### config.mk
export PLATFORM = sky130hd
export DESIGN_NAME = reg_dc_pipe
export DESIGN_NICKNAME = d
export VERILOG_FILES = /design/src/rtl/reg_dc_pipe.sv
export SDC_FILE = /design/constraint.sdc
export NUM_CORES = 1
export LEC_CHECK = 0
export ABC_AREA = 0
export BUFFER_PORTS_ARGS = -buffer_cell sky130_fd_sc_hd__buf_2
export CORE_UTILIZATION = 30
export DETAILED_ROUTE_END_ITERATION = 8
export PLACE_DENSITY = 0.43
export RECOVER_POWER = 100
export SYNTH_ARGS = -nofsm -noshare
export SYNTH_HDL_FRONTEND = slang
export SYNTH_SLANG_ARGS = --single-unit
### constraint.sdc
create_clock -name CLK_DC -period 3.2 [get_ports CLK_DC]
set_input_delay 0.64 -clock CLK_DC [delete_from_list [all_inputs] [get_ports CLK_DC]]
set_output_delay 0.64 -clock CLK_DC [all_outputs]
set_load 0.01 [all_outputs]
### src/rtl/reg_dc_pipe.sv
// Register-decode stage: NREG-entry register file, two read ports with write-back bypass,
// 1-cycle latency into a one-entry valid/ready output register; stalled operands track write-back.
module reg_dc_pipe #(
  parameter int WIDTH     = 16,
  parameter int NREG      = 8,
  parameter int IDX_W     = 3,
  parameter int ZERO_REG0 = 0
) (
  input  logic             CLK_DC,
  input  logic             RST,
  input  logic             IN_VALID,
  output logic             IN_READY,
  input  logic [IDX_W-1:0] N_REG_A_IN,
  input  logic [IDX_W-1:0] N_REG_B_IN,
  input  logic             WB_EN,
  input  logic [IDX_W-1:0] N_REG_WB,
  input  logic [WIDTH-1:0] WB_DATA,
  output logic             OUT_VALID,
  input  logic             OUT_READY,
  output logic [IDX_W-1:0] N_REG_A_OUT,
  output logic [IDX_W-1:0] N_REG_B_OUT,
  output logic [WIDTH-1:0] REG_A_OUT,
  output logic [WIDTH-1:0] REG_B_OUT
);

  typedef struct packed {
    logic [IDX_W-1:0] idx_a;
    logic [IDX_W-1:0] idx_b;
    logic [WIDTH-1:0] dat_a;
    logic [WIDTH-1:0] dat_b;
  } out_t;

  logic [WIDTH-1:0] regs [NREG];
  out_t             out_q;
  logic             out_vld;
  logic             accept;
  logic             consume;
  logic             wb_ok;
  logic [WIDTH-1:0] rd_a;
  logic [WIDTH-1:0] rd_b;

  assign IN_READY = !out_vld || OUT_READY;
  assign accept   = IN_VALID && IN_READY;
  assign consume  = out_vld && OUT_READY;

  // Writes past the implemented file or into a hardwired zero register are dropped.
  assign wb_ok = WB_EN && (int'(N_REG_WB) < NREG) &&
                 !((ZERO_REG0 != 0) && (N_REG_WB == '0));

  always_comb begin
    rd_a = '0;
    rd_b = '0;
    for (int k = 0; k < NREG; k++) begin
      if (N_REG_A_IN == IDX_W'(k)) begin
        rd_a = (wb_ok && (N_REG_WB == IDX_W'(k))) ? WB_DATA : regs[k];
      end
      if (N_REG_B_IN == IDX_W'(k)) begin
        rd_b = (wb_ok && (N_REG_WB == IDX_W'(k))) ? WB_DATA : regs[k];
      end
    end
    if ((ZERO_REG0 != 0) && (N_REG_A_IN == '0)) rd_a = '0;
    if ((ZERO_REG0 != 0) && (N_REG_B_IN == '0)) rd_b = '0;
  end

  always_ff @(posedge CLK_DC) begin
    if (RST) begin
      for (int k = 0; k < NREG; k++) regs[k] <= '0;
    end else begin
      for (int k = 0; k < NREG; k++) begin
        if (wb_ok && (N_REG_WB == IDX_W'(k))) regs[k] <= WB_DATA;
      end
    end
  end

  always_ff @(posedge CLK_DC) begin
    if (RST) begin
      out_vld <= 1'b0;
      out_q   <= '0;
    end else if (accept) begin
      out_vld     <= 1'b1;
      out_q.idx_a <= N_REG_A_IN;
      out_q.idx_b <= N_REG_B_IN;
      out_q.dat_a <= rd_a;
      out_q.dat_b <= rd_b;
    end else if (consume) begin
      out_vld <= 1'b0;
    end else if (out_vld) begin
      // Held operands follow write-back so they are current when finally consumed.
      if (wb_ok && (N_REG_WB == out_q.idx_a)) out_q.dat_a <= WB_DATA;
      if (wb_ok && (N_REG_WB == out_q.idx_b)) out_q.dat_b <= WB_DATA;
    end
  end

  assign OUT_VALID   = out_vld;
  assign N_REG_A_OUT = out_q.idx_a;
  assign N_REG_B_OUT = out_q.idx_b;
  assign REG_A_OUT   = out_q.dat_a;
  assign REG_B_OUT   = out_q.dat_b;

endmodule
==> run metrics <==
status=finished, violations left; failing checks=max-capacitance violations, max-slew violations; initial antenna violation count=0; layout filler cell count=3280; final wirelength=37100 um; Synth Cell Area=9800 um^2; Tcrit/Tclk final=81.8%; ANT nets after route=0; minimum clock period=2.62 ns; Worst-Margin Slew=1.50 ns; Core Area=31900 um^2; GRT Total Usage=22.6%; nature of the critical path endpoint=flop; Synth area leaders=edfxtp_1, mux2i_1, dfxtp_1, nor2_1, mux2_2; Avg WL per Cell=25.3 um; TritonCTS Buffers=17; pwr dens=494 nW/um^2; worst-path maximum fanout=13; clock skew=0.0108 ns; Antenna Cells=0; FP Rows=65; DR vias/cell=5.56; H-tree levels=4; Post-Syn Area per Cell=10.1 um^2; Req. time, crit path=3.56 ns; number of global-route vias before repair=7780; Critical Path AT=2.97 ns; Final Setup Violations=0; CTS Sinks=167; pre-CTS WS=0.483 ns; CTS tree=built; root buf cell=clkbuf_16; die height=183 um; LEAKAGE=0.00433 uW; Yosys top cell by area=edfxtp_1; fmax=382 MHz; final hold violation count=0; Syn Nets=1001; Yosys warnings=0; DRT iter0 DRCs=666; Max transition margin=-0.153%; layout cells sized above 1=15.1%; Net count, final=1046; Post-Synthesis Cells=971; detailed placement HPWL=23400 um; Buffers on Ports=69; die area=33400 um^2; Hold Path Class=flop to flop; CP Class=input pin to flop; GP Congestion=0.809; # hold bufs at CTS=0; latest clock arrival within the worst-skew pair=0.44 ns; Yosys top cell area share=39.2%; postcts setup bufs=0; clock buffer depth=2; RSZ-0062 raised after global routing=no; # IOs=70; post-synthesis sequential area ratio=47.2%; crit start category=input pin; setup ws final=0.582 ns; # DRC=0; top_reg_cell synth=edfxtp_1; synthesis-stage register bit count=167; post-CTS sizing=0; EDFF count, synth=128; maxcap violations=1; Post-synth ARST share=0%; first-pass GRT wire length=53900 um; first drt pass iteration count=5; Unique masters post-synth=36; Die Wd=183 um; Layout area overhead=14.1%; Slew Viols, Final=17; vias=8140; GR Overflow Total=0; TNS Setup=0 ns; Worst-path clk slew=0.08 ns; maximum VDD drop=0.358 mV; largest net degree at the start of global routing=39; Starting Density=30.7%
[synth_stat cells (2+ instances only)]
cell type	instances
a21oi_1	40
a221oi_1	32
a22oi_1	32
a311oi_1	32
and3_1	2
buf_1	4
buf_2	21
buf_4	4
buf_6	8
clkbuf_1	55
dfxtp_1	39
edfxtp_1	128
inv_1	17
mux2_1	7
mux2_2	41
mux2i_1	112
nand2_1	46
nand2b_1	55
nand3_1	40
nand3b_1	2
nand4b_1	2
nor2_1	133
nor2b_1	5
nor4_4	2
o21ai_0	64
o21ai_1	32
or2_2	2
xor2_1	6
[path summary, 6_finish.rpt]
| path | from | endpoint | slack, ns | cells past startpoint |
|---|---|---|---|---|
| min | N_REG_B_OUT[2] | N_REG_B_OUT[2] | 0.50 | 2 |
| min reg2reg | N_REG_B_OUT[2] | N_REG_B_OUT[2] | 0.50 | 2 |
| max | N_REG_WB[1] | REG_A_OUT[5] | 0.58 | 7 |
| max reg2reg | OUT_VALID | REG_A_OUT[2] | 0.99 | 6 |
[per-stage QoR]
step | instances | hold WS, ns | utilization, % | total power, uW | instance area (um^2)
6_report | 1464 | 0.496 | 35.1 | 5530 | 11200
5_1_grt | 1464 | 0.528 | 35.1 | 5730 | 11200
4_1_cts | 1464 | 0.495 | 35.3 | 5570 | 11300
3_5_place_dp | 1432 | 0.485 | 33.5 | 3500 | 10700
3_3_place_gp | 1432 | 0.470 | 33.5 | 3510 | 10700
2_1_floorplan | 971 | 0.503 | - | 3140 | 9800
[registers in the layout, summed over array words and instances (netlist names)]
name / cells
regs: 128
REG_A_OUT: 16
REG_B_OUT: 16
N_REG_A_OUT: 3
N_REG_B_OUT: 3
OUT_VALID: 1
[routing by layer]
metal | global-route usage, % | part of all wire (%) | vias up
li1 | - | - | 3682
met1 | 31.6 | 46 | 4040
met2 | 34.6 | 44 | 351
met3 | 4.09 | 6.4 | 67
met4 | 8.10 | 3.1 | 0
met5 | 0 | 0 | -
[worst max-delay path: stages]
cell,delay (ns)
buf_2,0.20
nand4bb_1,0.96
buf_4,0.55
mux2i_1,0.17
o21ai_0,0.18
nand3_1,0.09
o21ai_0,0.17
[cells in the final DEF (no fill, tap or decap), types with 28 or more instances in the layout]
master,count
a21oi_1,39
a221oi_1,32
a22oi_1,32
a311oi_1,32
buf_2,28
buf_4,41
clkbuf_1,45
dfxtp_1,39
edfxtp_1,128
mux2_2,41
mux2i_1,112
nand2_1,46
nand2b_1,55
nand3_1,40
nor2_1,131
o21ai_0,95
[cell type report]
| cell class | count | area (um^2) | area share, % |
|---|---|---|---|
| flip-flops and latches | 167 | 4620 | 41.4 |
| well taps | 435 | 544 | 4.87 |
| repair buffers | 119 | 717 | 6.41 |
| multi-input cells | 694 | 4660 | 41.7 |
| clock inverters | 15 | 143 | 1.28 |
| clock buffers | 17 | 425 | 3.80 |
| inverters | 17 | 63.8 | 0.571 |
[report_power, final]
part / switching [uW] / total (uW) / internal (uW)
Clock: 989 / 2080 / 1090
Sequential: 67.3 / 2570 / 2500
Combinational: 588 / 875 / 287
Total: 1640 / 5530 / 3880
[cells by family after synthesis]
family / synth area share, %
flip-flops: 47.2
multiplexers: 17.0
AND/OR/NAND/NOR: 14.8
XOR/XNOR: 0.536
buffers and inverters: 5.41
AO/OA/AOI/OAI: 15.1
Note: power is estimated with default switching activity, not from simulation.
